### config.mk
export PLATFORM = sky130hd
export DESIGN_NAME = w5300_bus_ctrl_flat
export DESIGN_NICKNAME = d
export VERILOG_FILES = /design/src/rtl/w5300_bus_ctrl_if.sv /design/src/rtl/w5300_bus_ctrl.sv /design/src/flat_wrapper.sv
export SDC_FILE = /design/constraint.sdc
export NUM_CORES = 1
export LEC_CHECK = 0
export BUFFER_PORTS_ARGS = -buffer_cell sky130_fd_sc_hd__buf_2
export CORE_ASPECT_RATIO = 0.6
export CORE_MARGIN = 1
export CORE_UTILIZATION = 49
export DETAILED_ROUTE_END_ITERATION = 16
export PLACE_DENSITY = 0.93
export SLEW_MARGIN = 20
export SYNTH_ARGS = -nofsm -noshare
export SYNTH_HDL_FRONTEND = slang
export SYNTH_SLANG_ARGS = --single-unit
### constraint.sdc
create_clock -name clk -period 3.9 [get_ports clk]
set_clock_uncertainty 0.1 [all_clocks]
set_input_delay 0.39 -clock clk [delete_from_list [all_inputs] [get_ports clk]]
set_output_delay 0.39 -clock clk [all_outputs]
set_load 0.005 [all_outputs]
### src/rtl/w5300_bus_ctrl_if.sv
// w5300_bus_ctrl_if: requester handshake (ports A and B) plus W5300 pin bundle.
// The slave modport is the bus sequencer; master is the requester/W5300 side.
interface w5300_bus_ctrl_if;
    logic       a_req;
    logic       a_rnw;
    logic [9:0] a_addr;
    logic [7:0] a_wdata;
    logic       a_ack;
    logic       b_req;
    logic       b_rnw;
    logic [9:0] b_addr;
    logic [7:0] b_wdata;
    logic       b_ack;
    logic [7:0] rdata;
    logic       irq;
    logic [9:0] w_addr;
    logic       w_cs_n;
    logic       w_rd_n;
    logic       w_wr_n;
    logic [7:0] w_d_out;
    logic       w_d_oe;
    logic [7:0] w_d_in;
    logic       w_int_n;

    modport slave (
        input  a_req, a_rnw, a_addr, a_wdata,
        input  b_req, b_rnw, b_addr, b_wdata,
        input  w_d_in, w_int_n,
        output a_ack, b_ack, rdata, irq,
        output w_addr, w_cs_n, w_rd_n, w_wr_n, w_d_out, w_d_oe
    );

    modport master (
        output a_req, a_rnw, a_addr, a_wdata,
        output b_req, b_rnw, b_addr, b_wdata,
        output w_d_in, w_int_n,
        input  a_ack, b_ack, rdata, irq,
        input  w_addr, w_cs_n, w_rd_n, w_wr_n, w_d_out, w_d_oe
    );
endinterface

### src/rtl/w5300_bus_ctrl.sv
// w5300_bus_ctrl: two-port bus sequencer for the W5300 8-bit host port.
// Each access runs IDLE -> SETUP -> STROBE -> HOLD -> IDLE; every pin is a flop.
// Optional feature: define W5300_BUS_CTRL_RR_EN for round-robin arbitration;
// otherwise port A has fixed priority over port B.
module w5300_bus_ctrl #(
    parameter int unsigned SETUP_CYC  = 1,
    parameter int unsigned STROBE_CYC = 3,
    parameter int unsigned HOLD_CYC   = 1
) (
    input  logic clk,
    input  logic rst_n,
    w5300_bus_ctrl_if.slave bus
);

    localparam int unsigned MAX_AB  = (SETUP_CYC > STROBE_CYC) ? SETUP_CYC : STROBE_CYC;
    localparam int unsigned MAX_CYC = (MAX_AB > HOLD_CYC) ? MAX_AB : HOLD_CYC;
    localparam int unsigned CNT_W   = (MAX_CYC > 1) ? $clog2(MAX_CYC) : 1;

    typedef enum logic [1:0] {IDLE, SETUP, STROBE, HOLD} state_t;

    state_t             state_q, state_d;
    logic [CNT_W-1:0]   cnt_q, cnt_d;
    logic               grant_b_q, grant_b_d;
    logic               rnw_q, rnw_d;
    logic [9:0]         addr_q, addr_d;
    logic [7:0]         wdata_q, wdata_d;
    logic [7:0]         rdata_q, rdata_d;
    logic               cs_n_q, cs_n_d;
    logic               rd_n_q, rd_n_d;
    logic               wr_n_q, wr_n_d;
    logic               d_oe_q, d_oe_d;
    logic               ack_a_q, ack_a_d;
    logic               ack_b_q, ack_b_d;
    logic               int_s1_q, int_s2_q;
    logic               grant_evt;
    logic               pick_b;

    assign grant_evt = (state_q == IDLE) && (bus.a_req || bus.b_req);

`ifdef W5300_BUS_CTRL_RR_EN
    logic prefer_b_q;

    // Round-robin pointer: whichever port was just granted loses the next tie.
    always_ff @(posedge clk) begin
        if (!rst_n)         prefer_b_q <= 1'b0;
        else if (grant_evt) prefer_b_q <= !pick_b;
    end

    assign pick_b = bus.b_req && (!bus.a_req || prefer_b_q);
`else
    assign pick_b = !bus.a_req;
`endif

    // Next-state logic; pin values are derived from the next state so they leave flops.
    always_comb begin
        // NOTE: every variable gets a default before the case so no path leaves it
        // unassigned, which would otherwise infer a latch.
        state_d   = state_q;
        cnt_d     = cnt_q;
        grant_b_d = grant_b_q;
        rnw_d     = rnw_q;
        addr_d    = addr_q;
        wdata_d   = wdata_q;
        rdata_d   = rdata_q;
        case (state_q)
            IDLE: begin
                if (grant_evt) begin
                    grant_b_d = pick_b;
                    rnw_d     = pick_b ? bus.b_rnw   : bus.a_rnw;
                    addr_d    = pick_b ? bus.b_addr  : bus.a_addr;
                    wdata_d   = pick_b ? bus.b_wdata : bus.a_wdata;
                    state_d   = SETUP;
                    cnt_d     = CNT_W'(SETUP_CYC - 1);
                end
            end
            SETUP: begin
                if (cnt_q == '0) begin
                    state_d = STROBE;
                    cnt_d   = CNT_W'(STROBE_CYC - 1);
                end else begin
                    cnt_d = cnt_q - CNT_W'(1);
                end
            end
            STROBE: begin
                if (cnt_q == '0) begin
                    state_d = HOLD;
                    cnt_d   = CNT_W'(HOLD_CYC - 1);
                    if (rnw_q) rdata_d = bus.w_d_in;
                end else begin
                    cnt_d = cnt_q - CNT_W'(1);
                end
            end
            HOLD: begin
                if (cnt_q == '0) state_d = IDLE;
                else             cnt_d   = cnt_q - CNT_W'(1);
            end
            default: state_d = IDLE;
        endcase

        cs_n_d  = (state_d == IDLE);
        rd_n_d  = !((state_d == STROBE) && rnw_d);
        wr_n_d  = !((state_d == STROBE) && !rnw_d);
        d_oe_d  = (state_d != IDLE) && !rnw_d;
        ack_a_d = (state_d == HOLD) && (cnt_d == '0) && !grant_b_d;
        ack_b_d = (state_d == HOLD) && (cnt_d == '0) && grant_b_d;
    end

    // State, latched transaction and registered pin outputs.
    always_ff @(posedge clk) begin
        // NOTE: non-blocking assignments so every flop samples pre-edge values.
        if (!rst_n) begin
            state_q   <= IDLE;
            cnt_q     <= '0;
            grant_b_q <= 1'b0;
            rnw_q     <= 1'b1;
            addr_q    <= '0;
            wdata_q   <= '0;
            rdata_q   <= '0;
            cs_n_q    <= 1'b1;
            rd_n_q    <= 1'b1;
            wr_n_q    <= 1'b1;
            d_oe_q    <= 1'b0;
            ack_a_q   <= 1'b0;
            ack_b_q   <= 1'b0;
        end else begin
            state_q   <= state_d;
            cnt_q     <= cnt_d;
            grant_b_q <= grant_b_d;
            rnw_q     <= rnw_d;
            addr_q    <= addr_d;
            wdata_q   <= wdata_d;
            rdata_q   <= rdata_d;
            cs_n_q    <= cs_n_d;
            rd_n_q    <= rd_n_d;
            wr_n_q    <= wr_n_d;
            d_oe_q    <= d_oe_d;
            ack_a_q   <= ack_a_d;
            ack_b_q   <= ack_b_d;
        end
    end

    // Two-flop synchroniser for the asynchronous, active-low interrupt pin.
    always_ff @(posedge clk) begin
        if (!rst_n) begin
            int_s1_q <= 1'b0;
            int_s2_q <= 1'b0;
        end else begin
            int_s1_q <= !bus.w_int_n;
            int_s2_q <= int_s1_q;
        end
    end

    assign bus.w_addr  = addr_q;
    assign bus.w_d_out = wdata_q;
    assign bus.w_cs_n  = cs_n_q;
    assign bus.w_rd_n  = rd_n_q;
    assign bus.w_wr_n  = wr_n_q;
    assign bus.w_d_oe  = d_oe_q;
    assign bus.a_ack   = ack_a_q;
    assign bus.b_ack   = ack_b_q;
    assign bus.rdata   = rdata_q;
    assign bus.irq     = int_s2_q;

endmodule

### src/flat_wrapper.sv
// flat-port wrapper written by rule: the top's interface ports become plain ports
module w5300_bus_ctrl_flat 
#(
    parameter int unsigned SETUP_CYC  = 1,
    parameter int unsigned STROBE_CYC = 3,
    parameter int unsigned HOLD_CYC   = 1
)
  (clk, rst_n, bus_a_req, bus_a_rnw, bus_a_addr, bus_a_wdata, bus_b_req, bus_b_rnw, bus_b_addr, bus_b_wdata, bus_w_d_in, bus_w_int_n, bus_a_ack, bus_b_ack, bus_rdata, bus_irq, bus_w_addr, bus_w_cs_n, bus_w_rd_n, bus_w_wr_n, bus_w_d_out, bus_w_d_oe);
  w5300_bus_ctrl_if bus_i ();
  input  logic clk;
  input  logic rst_n;
  input wire logic [$bits(bus_i.a_req)-1:0] bus_a_req;
  input wire logic [$bits(bus_i.a_rnw)-1:0] bus_a_rnw;
  input wire logic [$bits(bus_i.a_addr)-1:0] bus_a_addr;
  input wire logic [$bits(bus_i.a_wdata)-1:0] bus_a_wdata;
  input wire logic [$bits(bus_i.b_req)-1:0] bus_b_req;
  input wire logic [$bits(bus_i.b_rnw)-1:0] bus_b_rnw;
  input wire logic [$bits(bus_i.b_addr)-1:0] bus_b_addr;
  input wire logic [$bits(bus_i.b_wdata)-1:0] bus_b_wdata;
  input wire logic [$bits(bus_i.w_d_in)-1:0] bus_w_d_in;
  input wire logic [$bits(bus_i.w_int_n)-1:0] bus_w_int_n;
  output wire logic [$bits(bus_i.a_ack)-1:0] bus_a_ack;
  output wire logic [$bits(bus_i.b_ack)-1:0] bus_b_ack;
  output wire logic [$bits(bus_i.rdata)-1:0] bus_rdata;
  output wire logic [$bits(bus_i.irq)-1:0] bus_irq;
  output wire logic [$bits(bus_i.w_addr)-1:0] bus_w_addr;
  output wire logic [$bits(bus_i.w_cs_n)-1:0] bus_w_cs_n;
  output wire logic [$bits(bus_i.w_rd_n)-1:0] bus_w_rd_n;
  output wire logic [$bits(bus_i.w_wr_n)-1:0] bus_w_wr_n;
  output wire logic [$bits(bus_i.w_d_out)-1:0] bus_w_d_out;
  output wire logic [$bits(bus_i.w_d_oe)-1:0] bus_w_d_oe;
  assign bus_i.a_req = bus_a_req;
  assign bus_i.a_rnw = bus_a_rnw;
  assign bus_i.a_addr = bus_a_addr;
  assign bus_i.a_wdata = bus_a_wdata;
  assign bus_i.b_req = bus_b_req;
  assign bus_i.b_rnw = bus_b_rnw;
  assign bus_i.b_addr = bus_b_addr;
  assign bus_i.b_wdata = bus_b_wdata;
  assign bus_i.w_d_in = bus_w_d_in;
  assign bus_i.w_int_n = bus_w_int_n;
  assign bus_a_ack = bus_i.a_ack;
  assign bus_b_ack = bus_i.b_ack;
  assign bus_rdata = bus_i.rdata;
  assign bus_irq = bus_i.irq;
  assign bus_w_addr = bus_i.w_addr;
  assign bus_w_cs_n = bus_i.w_cs_n;
  assign bus_w_rd_n = bus_i.w_rd_n;
  assign bus_w_wr_n = bus_i.w_wr_n;
  assign bus_w_d_out = bus_i.w_d_out;
  assign bus_w_d_oe = bus_i.w_d_oe;
  w5300_bus_ctrl #(.SETUP_CYC(SETUP_CYC), .STROBE_CYC(STROBE_CYC), .HOLD_CYC(HOLD_CYC)) u_core (.clk(clk), .rst_n(rst_n), .bus(bus_i));
endmodule
## After elaboration in Yosys (flattened, before gate mapping)

Cells that the tools add are included.
W data, S select, Z words.

| operators by class | value |
|---|---|
| $add $sub $neg | 1 |
| reduce and logical (&&, ||, !) cells | 21 |
| equal/unequal tests | 5 |
| muxes and demuxes | 17 |

Operator list:

| cell | number |
|---|---|
| $mux W2 | 8 |
| $pmux W2 S4 | 2 |
| $mux W10 | 1 |
| $eq A2 B2 Y1 const B | 4 |
| $logic_not A2 Y1 | 4 |
| $mux W8 | 1 |
| $logic_and A1 B1 Y1 | 7 |
| $logic_not A1 Y1 | 6 |
| $mux W1 | 5 |
| $reduce_and A3 Y1 | 1 |
| $eq A2 B1 Y1 const B | 1 |
| $reduce_and A2 Y1 | 1 |
| $reduce_bool A2 Y1 | 1 |
| $sub A2 B1 Y2 const B | 1 |
| $logic_or A1 B1 Y1 | 1 |

| storage, ports and cells | value |
|---|---|
| input bits | 51 |
| flip-flop bits (word level) | 40 |
| logic and storage cells | 59 |
| output and inout port bits | 33 |

## Depth between registers and ports, before layout

Gate-level depths: netlist (run 1).

| depth | value |
|---|---|
| depth in word-level cells | 7 |
| mapped depth | 6 |

## Worst setup path after synthesis (run 1)

OpenSTA, ideal clock, no wires.

| timing path | value |
|---|---|
| kind | flip-flop to flip-flop |
| from | register u_core.cnt_q[0] |
| to | register u_core.wr_n_q (netlist: u_core.bus.w_wr_n) |
| data arrival time | 1321 ps |
| library setup time | 126 ps |
| required time | 3674 ps |
| slack | 2352 ps |
| stages on the path, launching flop included | 6 |
| path through | dfxtp_1 -> inv_1 -> ha_1 -> or3b_2 -> a21oi_1 -> o21ai_0 |

| on the way | value |
|---|---|
| word-level cells in the longest chain between the ends | 6 |
| elaborated cells between the ends (all ways) | 8 |
| classes of those cells | eq/ne: 1; mux: 4; reduce/logical: 3 |

Ends and longest elaborated chain:

| what | line | source |
|---|---|---|
| start, declared | w5300_bus_ctrl.sv:22 | `logic [CNT_W-1:0] cnt_q, cnt_d;` |
| start signal, assigned | w5300_bus_ctrl.sv:127 | `cnt_q <= cnt_d;` |
| $logic_not A2 Y1 (*) | w5300_bus_ctrl.sv:77, w5300_bus_ctrl.sv:85, w5300_bus_ctrl.sv:94 |  |
| $mux W2, on equally long branches | w5300_bus_ctrl.sv:94, w5300_bus_ctrl.sv:77, w5300_bus_ctrl.sv:85 |  |
| $pmux W2 S4 (*) | w5300_bus_ctrl.sv:65 | `case (state_q)` |
| $eq A2 B2 Y1 (*) | w5300_bus_ctrl.sv:102 | `wr_n_d = !((state_d == STROBE) && !rnw_d);` |
| $logic_and A1 B1 Y1 (*) | w5300_bus_ctrl.sv:102 |  |
| $logic_not A1 Y1 (*) | w5300_bus_ctrl.sv:102 |  |
| end signal, assigned | w5300_bus_ctrl.sv:135 | `wr_n_q <= wr_n_d;` |
| end, declared | w5300_bus_ctrl.sv:30 | `logic wr_n_q, wr_n_d;` |

Every way passes the cells marked *; elsewhere a longest branch is shown, timed or not.
A chain may end at the register's enable or synchronous reset.

## Worst setup path in the final report (run 1)

| timing path | value |
|---|---|
| from | input bus_a_req |
| to | register u_core.addr_q[6] (netlist: u_core.bus.w_addr[6]) |

| on the way | value |
|---|---|
| word-level cells in the longest chain between the ends | 3 |
| elaborated cells between the ends (all ways) | 4 |
| classes of those cells | mux: 1; reduce/logical: 3 |

Ends and longest elaborated chain:

| what | line | source |
|---|---|---|
| start, declared | flat_wrapper.sv:12 | `input wire logic [$bits(bus_i.a_req)-1:0] bus_a_req;` |
| $logic_or A1 B1 Y1 | w5300_bus_ctrl.sv:38 | `assign grant_evt = (state_q == IDLE) && (bus.a_req \|\| bus.b_req);` |
| $logic_and A1 B1 Y1 | w5300_bus_ctrl.sv:38 |  |
| $reduce_and A2 Y1 (no line) | - |  |
| end signal, assigned | w5300_bus_ctrl.sv:130 | `addr_q <= addr_d;` |
| end, declared | w5300_bus_ctrl.sv:25 | `logic [9:0] addr_q, addr_d;` |

Parallel ways exist; a longest one is shown, timed or not.

==> flow_results.org, run 1 <==
** Cells and area
- In the final layout, the share of cells above drive strength 1 is 0.414.
- Area growth from synthesis to layout :: 28.3%
- Number of inserted diodes :: 0
- The final layout contains just over 300 nets.
- Excluding fillers, the count of instances in the completed layout stands at 301.

** Route
- First-pass detailed-route iteration total :: 4
- Summing over every cut layer, the via total after detailed routing is 1596.
- In this run, the number of DRC markers left after iteration 0 of detailed routing was ~80.
- In the routed layout, each cell is associated on average with a via count of 5.30.
- The final layout contains routed wiring with a total length of roughly 4000 um.
- After detailed routing, the number of remaining DRC violations is 0.
- Post-DR wirelength/cell :: roughly 13 um
- Once detail routing completed, the nets flagged for antenna violations numbered 0.

** Setup path
- Origin of the critical flop-to-flop path :: u_core.cnt_q[0]
- Setup slack on the worst reg-to-reg path comes out at 2130 ps.
- STA classifies the critical path startpoint as an input port.
- The setup path with the least slack is of type in -> reg.
- Critical path capture point type :: flip-flop
- Logic depth of the worst register-to-register path :: 5
- In this run the worst path has a maximum fanout of 23.
- STA puts the critical path data required time at 3950 ps.
- STA puts the critical path data arrival time at 2150 ps.
- In this run the critical register-to-register path is captured at u_core.bus.w_wr_n.

** Worst hold path
- The worst hold path belongs to the class in -> reg.
- Along the worst hold path, the cell count comes to 2.
- The worst hold path terminates at u_core.int_s1_q.
- The worst hold path begins at bus_w_int_n.

** Logic synthesis
- Netlist cell types :: 34
- For this run, the register share of the synthesized area comes to 0.454.
- Synthesis handed over a netlist of between 150 and 200 instances.
- Synth Net Count :: between 200 and 250
- Yosys printed 0 warnings.
- Flops & latches, synth :: 40
- Mean cell area of the mapped netlist :: 9.86 um^2
- The synthesized netlist occupies a cell area of 1770 um^2.

** STA
- Total count of max-transition violations in the final report :: 0
- Worst slew slack as a fraction of its limit :: 0.480
- Setup ws final :: 1790 ps
- For the pin with the worst max-slew slack, the measured transition is 780 ps.
- Setup repair after global routing missed its margin :: false
- Setup violations remaining at the end of the flow were counted as 0.
- The routed design could run at a clock period as short as between 2000 and 2500 ps.
- Final setup TNS :: 0 ps
- Final Hold Viols :: 0
- Of the available clock period, the critical path in the final layout requires 0.540.
- For this run, the top clock speed supported by timing is between 400 and 500 MHz.

** Pwr
- Static leakage power :: 0.00110 uW
- IR analysis of the VDD net gives a maximum drop of 0.000261 V.
- PD cells :: 467 nW/um^2

** Floorplanning
- The die is ~48 um tall.
- The floorplan step defined a core boundary enclosing 3340 um^2.
- For this design the top-level I/O count stands at 84.
- Row Count :: 16
- The floorplan step set the die width to 79.5 um.
- For this configuration, the core starts out at a cell density of 0.528.
- Die Outline Area :: 3850 um^2

** GRT
- Maximum number of pins on one net before global-route repair :: 29
- The initial antenna violation count is 0.
- Global-route total usage across every layer :: 0.215
- Global-route congestion overflow total :: 0
- Via count of the first global-routing pass :: between 1000 and 1500
- The first global-routing pass estimated 6370 um of wire.

** Placement
- Placed Cells :: 293
- Post-placement worst setup slack :: 1530 ps
- Summed over all nets, the half-perimeter wirelength after detailed placement is 2840 um.
- Routability-driven placement finished with a final weighted congestion of 0.743.
- IO Port Bufs :: 83

** Clocking
- The clock net in this run drives a total of 40 sinks.
- Clock buffer count from CTS :: 5
- Clock tree from TritonCTS :: built
- Number of setup buffers added after CTS :: 0
- Clk_lat worst skew :: 280 ps
- Quantity of hold-fixing buffers added after cts :: 0
- Count of H-tree levels built during CTS :: 2
- Quantity of gates resized following cts :: 0
- Deepest clock path buffer count :: 2
- Root buffer selected by CTS :: clkbuf_8
- Clock-pin slew was measured on the worst setup and hold paths at about 70 ps.

** Status
- The run finished with clean final reports.

** Run
- Max-cap violations in this run came to 0.
## worst max-delay path by stage
stage / startpoint / endpoint / slack [ps]
2_1_floorplan: u_core.cnt_q[0] / u_core.bus.w_wr_n / 2350
3_3_place_gp: bus_a_req / u_core.bus.w_addr[0] / 1580
3_5_place_dp: bus_a_req / u_core.bus.w_addr[6] / 1530
4_1_cts: bus_a_req / u_core.bus.w_addr[6] / 1810
5_1_grt: bus_a_req / u_core.bus.w_addr[6] / 1640
6_report: bus_a_req / u_core.bus.w_addr[6] / 1790
## area by class of cell
cell class / instances / area (um^2)
Clock buffer: 6 / 72.6
Clock inverter: 2 / 35.0
Fill cell: 292 / 1080
Inverter: 3 / 11.3
Multi-Input combinational cell: 121 / 867
Sequential cell: 40 / 801
Tap cell: 45 / 56.3
Timing Repair Buffer: 84 / 423
## cell usage after synthesis
master      n  area [um^2]
dfxtp_1    40          801
a21oi_1    26          130
mux2i_1    19          190
nand2_1    18         67.6
a211oi_2   10          125
nand3_1    10         50.1
buf_2       6         30.0
o211a_1     5         50.1
clkbuf_1    4         15.0
nor2_1      4         15.0
a211oi_1    3         22.5
buf_6       3         33.8
ha_1        3         37.5
o21ai_0     3         15.0
and2_1      2         12.5
buf_1       2         7.51
inv_1       2         7.51
nor3b_1     2         15.0
nor4_1      2         12.5
a211o_1     1         8.76
a21bo_2     1         10.0
a21o_1      1         7.51
a221o_1     1         10.0
and2_4      1         8.76
and3_1      1         6.26
and4b_1     1         10.0
inv_2       1         3.75
nand3b_1    1         7.51
nand4b_1    1         8.76
nor4b_2     1         15.0
o2bb2ai_1   1         8.76
or2_1       1         6.26
or3b_2      1         8.76
or4_1       1         7.51
## through the flow
stage               total power, uW  cell area (um^2)  hold WS (ps)   util
floorplan                       656              1770           312      -
global placement                730              2160           316  0.646
detailed placement              741              2160           323  0.646
CTS                            1060              2270           166  0.678
global route                   1120              2270           157  0.678
finish                         1060              2270           170  0.678
## power by group
group	internal, uW	switching (uW)
Clock	190	135
Sequential	457	31.1
Combinational	115	131
## cell usage in the layout (no fill, tap or decap)
cell type   n
buf_2      83
dfxtp_1    40
a21oi_1    26
mux2i_1    19
nand2_1    18
a211oi_2   10
nand3_1    10
o211a_1     5
clkbuf_8    5
nor2_1      4
a211oi_1    3
o21ai_0     3
ha_1        3
inv_1       2
nor4_1      2
nor3b_1     2
and2_1      2
or2_1       1
and2_4      1
inv_2       1
or4_1       1
or3b_2      1
and4b_1     1
nand4b_1    1
a221o_1     1
o2bb2ai_1   1
a21bo_2     1
nand3b_1    1
a211o_1     1
nor4b_2     1
a21o_1      1
and3_1      1
bufinv_16   1
clkinv_2    1
clkbuf_1    1
buf_4       1
## sequential cells by signal (all words and copies together) (netlist names)
name	cells
u_core.bus.w_cs_n	1
u_core.bus.w_wr_n	1
u_core.bus.b_ack	1
u_core.bus.w_d_out	8
u_core.bus.w_addr	10
u_core.bus.rdata	8
u_core.int_s1_q	1
u_core.grant_b_q	1
u_core.bus.a_ack	1
u_core.bus.irq	1
u_core.bus.w_d_oe	1
u_core.state_q	2
u_core.bus.w_rd_n	1
u_core.rnw_q	1
u_core.cnt_q	2
## worst max-delay path, cell delays in order
cell	delay, ps
buf_2	470
or2_1	700
and2_4	450
a211oi_2	110
## per-layer routing
| layer | GRT usage | part of all wire | wire length [um] | vias to the layer above |
|---|---|---|---|---|
| met5 | 0 | 0 | 0 | - |
| met4 | 0.0364 | 0.0042 | 17 | 0 |
| met3 | 0.0623 | 0.076 | 306 | 4 |
| met2 | 0.321 | 0.43 | 1730 | 63 |
| met1 | 0.311 | 0.49 | 1960 | 730 |
| li1 | - | - | - | 799 |
## logic make-up after synthesis
kind of cell | share of synthesized area
AOI/OAI and AO/OA | 0.220
adders and majority gates | 0.0213
buffers and inverters | 0.0553
DFF | 0.454
muxes | 0.108
and+or+nand+nor | 0.142
No activity file was read; power rests on OpenSTA's default activity.
==> run 2, diff against run 1 <==
ABC_AREA = 1   (was unset)
CORE_UTILIZATION = 45   (was 49)
PLACE_DENSITY = 0.87   (was 0.93)
clock period = 2.09 ns   (was 3.9 ns; I/O delays follow)
==> run 2 against run 1 <==
Net effect:
- wire length shrank 3.5%
- worst hold slack lost 75 ps
- largest cell class is now registers
- clock power grew 44%
- utilization shrank 7.5 points
- count of clock-buffer cells in the layout is the same
- register-to-register slack lost 1600 ps
==> flow_results.org, run 2 <==
** Setup path
- The worst-path maximum fanout came to 16 (-30%).
- Critical path, cell by cell :: inv_1 -> ha_1 -> nand4_2 -> o21ai_0 -> a21oi_1
- STA classifies the critical path startpoint as a flip-flop.
- Req. time, crit path :: 2160 ps (-1790 ps)
- The arrival time of the worst setup path came to 1620 ps (-530 ps).
- Biggest cell delay along the critical path :: 350 ps (-350 ps)
- The critical path is of the reg -> reg type.
- The worst setup path is captured at a flip-flop.
- The slowest stage of the critical path is the nand4_2 cell.

** Logic synthesis
- The yosys synthesis warning count was 0 (unchanged).
- By instance count, the leading cell after synthesis is nand2_1.
- Netlist cell types :: 23 (-32%)
- Mean cell area of the mapped netlist :: 7.04 um^2 (-29%)
- The synthesized net count was 303 (+30%).
- The netlist area before placement was 1750 um^2 (-0.71%).
- The synthesized design spends more area on one cell type than any other, namely dfxtp_1.
- The portion of synthesized cell area occupied by the leading cell type is 0.457 (+0.00324).
- Largest cells by area after synthesis :: dfxtp_1 (46%), nand2_1 (16%), nor2_1 (9.9%)
- Count of flip-flops with a built-in enable after synthesis :: 0 (unchanged)
- Among all flip-flop cells after synthesis, the most frequent one is dfxtp_1.
- The post-synthesis register bit count was 40 (unchanged).
- Share of synthesized area occupied by flip-flops and latches :: 0.457 (+0.00324)
- Post-synth top cells :: nand2_1 (75), nor2_1 (46), dfxtp_1 (40), inv_1 (20), o21ai_0 (16)
- The instance count of the mapped netlist came to 249 (+39%).
- The async set-or-reset flop fraction in the synthesized netlist was 0 (unchanged).

** Cells and area
- The area of all placed cells without fillers was 2230 um^2 (-1.5%).
- The final core utilization is 0.603 (-0.0750).
- Non-filler instance count after layout :: 376 (+25%)
- # nets final :: 383 (+24%)
- Fillers :: 351 (+20%)
- Number of inserted diodes :: 0 (unchanged)
- Commonest non-fill, non-tap cell in the layout :: buf_2
- Area growth from synthesis to layout :: 27.3%
- The number of flip-flops under the largest register name is 10 (unchanged).
- The top cell types in the final layout, fill and taps aside, are buf_2 (83), nand2_1 (75), nor2_1 (46).
- The layout cell share with drive strength beyond 1 is 0.298 (-0.116).

** Route
- Post-DR wirelength/cell :: 10.3 um (-23%)
- The number of nets still failing antenna checks after routing was 0 (unchanged).
- The number of DRC markers after the initial detailed-route iteration is 86 (+10%).
- Detail-routed via count per cell :: 4.62 (-13%)
- The detailed-route wire length was 3880 um (-3.5%).
- First-pass detailed-route iteration total :: 4 (unchanged)
- Via count :: 1736 (+8.8%)
- DRC :: 0 (unchanged)

** STA
- Final Hold Viols :: 0 (unchanged)
- Based on the critical path, the design can be clocked at up to roughly 640 MHz.
- In the finished design, the share of the clock period the worst path needs comes to 0.745.
- Setup violations, final :: 0 (unchanged)
- The relative slew slack was 0.664 (+0.184).
- The smallest clock period supported by the final layout is computed as 1560 ps.
- The slew of the pin with the lowest slew margin was 504 ps (-276 ps).
- Total count of max-transition violations in the final report :: 0 (unchanged)
- Setup repair after global routing missed its margin :: false
- The setup TNS after final layout was 0 ps (unchanged).
- Setup ws final :: 533 ps (-1260 ps)

** Clocking
- TritonCTS built the clock tree.
- The number of buffers created by CTS is 5 (unchanged).
- The root buffer cell chosen for the clock tree is clkbuf_8.
- Count of H-tree levels built during CTS :: 2 (unchanged)
- Clk_lat worst skew :: 290 ps (about the same)
- Clock slew at reported path FFs :: 70 ps (about the same)
- The total number of clock tree sinks was 40 (unchanged).
- The maximum number of buffers from clock root to sink was 2 (unchanged).

** Pwr
- PD cells :: 889 nW/um^2 (+90%)
- Net Switching :: 638 uW (+110%)
- The total internal power is 1350 uW (+77%).
- Relative contribution of the clock network to total power :: 0.236 (-0.071)
- Fraction of power spent switching nets :: 0.321 (+0.0408)
- Static leakage power :: 0.00122 uW (+11%)
- Worst VDD drop :: 0.000488 V (+87%)
- Sequential power share :: 0.489 (+0.028)
- The share of total power in combinational logic was 0.274 (+0.042).

** Floorplanning
- Initial core utilization :: 0.474 (-0.0544)
- Die extent in y :: 50.3 um (+3.8%)
- The core outline area was 3700 um^2 (+11%).
- Die Outline Area :: 4160 um^2 (+7.8%)
- The horizontal extent of the die was 82.6 um (+3.9%).
- The floorplan row count was 17 (+1).
- The number of primary I/O pins is 84 (unchanged).

** Status
- The run finished with clean final reports.

** Placement
- RD Place Congestion :: 0.853 (+15%)
- Hpwl dp :: 2800 um (-1.4%)
- The number of input and output port buffers inserted is 83 (unchanged).
- The number of placed cells counting well taps is 368 (+26%).
- The minimum setup slack after placement is 502 ps (-1030 ps).
- The placed instance area came to 2140 um^2 (-0.70%).

** GRT
- The via count of the first global-routing pass is 1480 (+8.5%).
- Number of antenna violations at the first check in global routing :: 0 (unchanged)
- The remaining global-route overflow is 0 (unchanged).
- The wire length of the first global-routing pass is 6040 um (-5.2%).
- Maximum number of pins on one net before global-route repair :: 34 (+17%)
- Global-route total usage across every layer :: 0.196 (-0.0191)

** Worst hold path
- Worst hold path type :: in -> reg

** Run
- The number of max-cap violations was 0 (unchanged).
-- run 2: cell types whose count changed after synthesis, sizes merged, moves of 3 or more --
cell / before / now
nand2: 18 / 77
o21ai: 3 / 28
o211a: 5 / 0
nor2: 4 / 47
mux2i: 19 / 0
nand3: 10 / 7
a211oi: 13 / 0
inv: 3 / 23
a21oi: 26 / 9
and2: 3 / 0
-- run 2: repair_timing --
item                                   in CTS  in global routing
endpoints found under the hold margin       1                  0
hold buffers                                1                  0
gates resized for setup                     0                  0
setup buffers                               0                  0
-- run 2: cell type report --
type	count	area [um^2]	share of cell area
repair buffers	85	433	0.194
well taps	47	58.8	0.0264
multi-input cells	174	772	0.346
clock buffers	6	72.6	0.0325
clock inverters	1	5.00	0.00224
flip-flops and latches	40	801	0.359
inverters	23	88.8	0.0398
-- run 2: critical path, delay by kind of cell, from the launching register on --
| family | cells | cell delay [ps] |
|---|---|---|
| AOI/OAI and AO/OA | 2 | 350 |
| buffers and inverters | 1 | 80 |
| adders and majority gates | 1 | 240 |
| DFF | 1 | 330 |
| and+or+nand+nor | 1 | 350 |
-- run 2: logic make-up after synthesis --
| logic type | count (synthesis) | share of synthesized area |
|---|---|---|
| simple gates | 133 | 0.307 |
| compound gates | 38 | 0.112 |
| buf+inv | 35 | 0.103 |
| fa+ha+maj | 3 | 0.0214 |
| flops | 40 | 0.457 |
-- run 2: through the flow --
| step | power (uW) | hold WS (ps) |
|---|---|---|
| floorplan | 1350 | 181 |
| global placement | 1510 | 266 |
| detailed placement | 1530 | 271 |
| CTS | 2000 | 92.8 |
| global route | 2140 | 94.0 |
| finish | 1980 | 95.0 |
-- run 2: path summary, 6_finish.rpt --
path                    from             endpoint  slack [ps]  cells past startpoint
max          u_core.cnt_q[0]  u_core.bus.rdata[2]         530                      5
min            bus_w_d_in[4]  u_core.bus.rdata[4]         100                      3
max reg2reg  u_core.cnt_q[0]  u_core.bus.rdata[2]         530                      5
min reg2reg  u_core.int_s1_q       u_core.bus.irq         320                      2
-- run 2: metal layers --
metal / GRT usage / routed length [um] / share of wire
met2: 0.336 / 1760 / 0.45
met4: 0.0690 / 39 / 0.010
met1: 0.232 / 1820 / 0.47
met5: 0 / 0 / 0
met3: 0.0582 / 262 / 0.068
-- run 2: power by group through the flow --
stage          registers (uW)  logic, uW  clock network [uW]
2_1_floorplan             983        370                   0
3_3_place_gp              984        527                   0
3_5_place_dp              987        544                   0
4_1_cts                   972        549                 483
5_1_grt                   985        628                 524
6_report                  971        544                 469
==> run 3, diff against run 2 <==
ABC_AREA = 0   (was 1)
CORE_UTILIZATION = 41   (was 45)
PLACE_DENSITY = 0.84   (was 0.87)
clock period = 1.4 ns   (was 2.09 ns; I/O delays follow)
==> run 3 against run 2 <==
Net effect:
- the flow now finishes with violations (setup timing)
- highest routed layer unchanged
- combinational power up 44%
- sequential power is 40% higher
- final cell count is 10% lower
- register-to-register slack got worse by 590 ps
- die area increased by 10%
- first-iteration DRC count fell by 28%
- sequential share of layout area down 4.1 points
- critical path type unchanged
- via count decreased by 4.5%
- wire length grew 13%
==> flow_results.org, run 3 (same netlist as run 1, synthesis figures left out) <==
** Setup path
- Worst-path fanout max :: 3 (-13)
- Endpoint arrival time on the critical path :: 1550 ps (-70 ps)
- Req. time, crit path :: 1490 ps (-670 ps)
- The count of buffering cells on the critical path with inverters included is 1 (unchanged).
- The worst setup path is captured at a flip-flop.
- Class of the most critical setup path :: reg -> reg
- Worst reg2reg path endpoint :: u_core.bus.b_ack
- The startpoint identified for the worst register-to-register timing path is u_core.cnt_q[0].
- Sort of element at the start of the critical path :: flip-flop
- The register-to-register setup slack came to -60 ps (-590 ps).
- The delay of the slowest cell on the worst path was 350 ps (about the same).
- Among all stages on the critical path, the largest delay is contributed by dfxtp_2.
- The signal on the critical path passes through inv_2 -> ha_4 -> nor3b_2 -> a221o_1 -> nor4_1.
- Kind of cell with the highest combined delay on the critical path :: flip-flops
- Logic depth of the worst register-to-register path :: 5 (unchanged)

** Route
- The overall via count from detail_route is 1658 (-4.5%).
- The average routed wire per standard cell came to 12.9 um (+26%).
- Violation count after the first detailed-route iteration :: 62 (-28%)
- First-pass detailed-route iteration total :: 4 (unchanged)
- The residual DRC count is 0 (unchanged).
- Number of routed nets with antenna violations :: 0 (unchanged)
- The detailed-route wire length is 4380 um (+13%).
- The average via count per standard cell is 4.91 (+6.2%).

** Cells and area
- Layout cells sized above 1 :: 0.489 (+0.191)
- Cell area after layout :: 2530 um^2 (+13%)
- The number of antenna diodes is 0 (unchanged).
- In the layout the commonest cells are buf_2 (83), dfxtp_1 (36), a21oi_1 (23).
- Commonest non-fill, non-tap cell in the layout :: buf_2
- Max FFs per register :: 10 (unchanged)
- The final core utilization came to 0.614 (+0.0114).
- Area growth from synthesis to layout :: 43.4%
- Fillers :: 360 (+2.6%)
- # nets final :: 331 (-14%)

** STA
- Total count of max-transition violations in the final report :: 0 (unchanged)
- Top achievable clock speed :: 687 MHz (+6.9%)
- The hold violation total from the final report was 0 (unchanged).
- Setup violations, final :: 2 (+2)
- The relative slew slack is 0.775 (+0.111).
- The setup TNS after final layout came to -105 ps (-105 ps).
- Setup repair after global routing could not meet its margin everywhere.
- The final period demand of the worst path came to 1460 ps (-101 ps).
- The fraction of the cycle the final worst path needs is 1.04 (+0.295).
- Slew at the pin closest to its max-slew limit :: 334 ps (-170 ps)
- Setup ws final :: -55.6 ps (-589 ps)

** Worst hold path
- Cell count of the worst hold path :: 2 (-1)
- Worst hold path type :: in -> reg
- Origin of the worst min-delay path :: rst_n
- Endpoint with the worst hold slack :: u_core.rnw_q

** GRT
- Most congested layer reported by global routing :: met2
- The wire length of the first global-routing pass was 6690 um (+11%).
- Maximum number of pins on one net before global-route repair :: 19 (-44%)
- Global-route congestion overflow total :: 0 (unchanged)
- The met1 global-route usage was 0.252 (+0.0195).
- Global-route total usage across every layer :: 0.198 (+0.00167)
- Number of antenna violations at the first check in global routing :: 0 (unchanged)
- Via count of the first global-routing pass :: 1445 (-2.4%)
- The met2 track demand over resource was 0.320 (-0.0160).
- The routing usage on met3 was 0.0567 (-0.00149).

** Clocking
- Clock buffer count from CTS :: 5 (unchanged)
- Clk_lat worst skew :: 290 ps (about the same)
- TritonCTS sink count :: 40 (unchanged)
- Clock slew at reported path FFs :: 80 ps (about the same)
- The root buffer cell chosen for the clock tree is clkbuf_8.
- Clock tree from TritonCTS :: built
- Count of H-tree levels built during CTS :: 2 (unchanged)
- Deepest clock path buffer count :: 2 (unchanged)

** Placement
- RD Place Congestion :: 0.833 (-2.4%)
- IO Port Bufs :: 83 (unchanged)
- Post-place instance area :: 2290 um^2 (+6.8%)
- Hpwl dp :: 3170 um (+13%)

** Status
- The run finished, with violations left.
- The final reports fail on setup timing.

** Floorplanning
- The horizontal extent of the die came to 86.7 um (+5.0%).
- Placeable core region :: 4120 um^2 (+11%)
- Count of boundary I/O pins :: 84 (unchanged)
- Die extent in y :: 52.8 um (+4.9%)
- The floorplan row count was 18 (+1).
- The initial standard-cell utilization of the core came to 0.428 (-0.0453).
- The area of the die is 4580 um^2 (+10%).

** Pwr
- The static power due to leakage came to 0.00121 uW (-0.56%).
- The power density of the placed cells was 1220 nW/um^2 (+37%).
- Worst VDD drop :: 0.000580 V (+19%)

** Run
- The number of max-cap violations was 0 (unchanged).
run 3: worst max-delay path by stage:
stage	startpoint	endpoint	slack [ps]	depth (start not counted)
6_report	u_core.cnt_q[0]	u_core.bus.b_ack	-60	5
4_1_cts	u_core.cnt_q[0]	u_core.bus.b_ack	-90	5
2_1_floorplan	u_core.cnt_q[1]	u_core.bus.a_ack	9	5
3_5_place_dp	u_core.cnt_q[0]	u_core.bus.b_ack	-80	5
3_3_place_gp	u_core.cnt_q[0]	u_core.bus.a_ack	-10	5
5_1_grt	u_core.cnt_q[1]	u_core.bus.a_ack	-150	5
run 3: power breakdown:
part | switching, uW | internal [uW]
Clock | 405 | 536
Sequential | 85.2 | 1280
Combinational | 387 | 395
Total | 877 | 2210
run 3: per-layer routing:
metal | routed length, um | up-vias
met2 | 1960 | 68
met3 | 296 | 4
met4 | 43 | 0
li1 | - | 845
met1 | 2080 | 741
met5 | 0 | -
run 3: per-stage QoR:
| step | std cells | hold WS (ps) | setup WS, ps | total power [uW] |
|---|---|---|---|---|
| floorplan | 179 | 112 | 8.90 | 1840 |
| global placement | 320 | 211 | -11.4 | 2100 |
| detailed placement | 320 | 212 | -78.5 | 2130 |
| CTS | 338 | 40.4 | -85.5 | 3100 |
| global route | 338 | 51.5 | -147 | 3260 |
| finish | 338 | 52.5 | -55.6 | 3080 |
run 3: cell type report:
cell class | count | area (um^2) | share of cell area
clock inverter | 3 | 47.5 | 0.0188
tap | 60 | 75.1 | 0.0297
sequential | 40 | 806 | 0.318
timing repair buffer | 106 | 611 | 0.241
inverter | 3 | 11.3 | 0.00445
multi-input combinational | 121 | 912 | 0.360
clock buffer | 5 | 68.8 | 0.0272
run 3: what timing repair did:
| action | CTS | global route |
|---|---|---|
| setup endpoints to repair | 25 | 30 |
| resized for setup | 2 | 9 |
| endpoints found under the hold margin | 9 | 0 |
| buffers inserted | 1 | 0 |
| pin swaps | 2 | 3 |
| hold buffers | 9 | 0 |
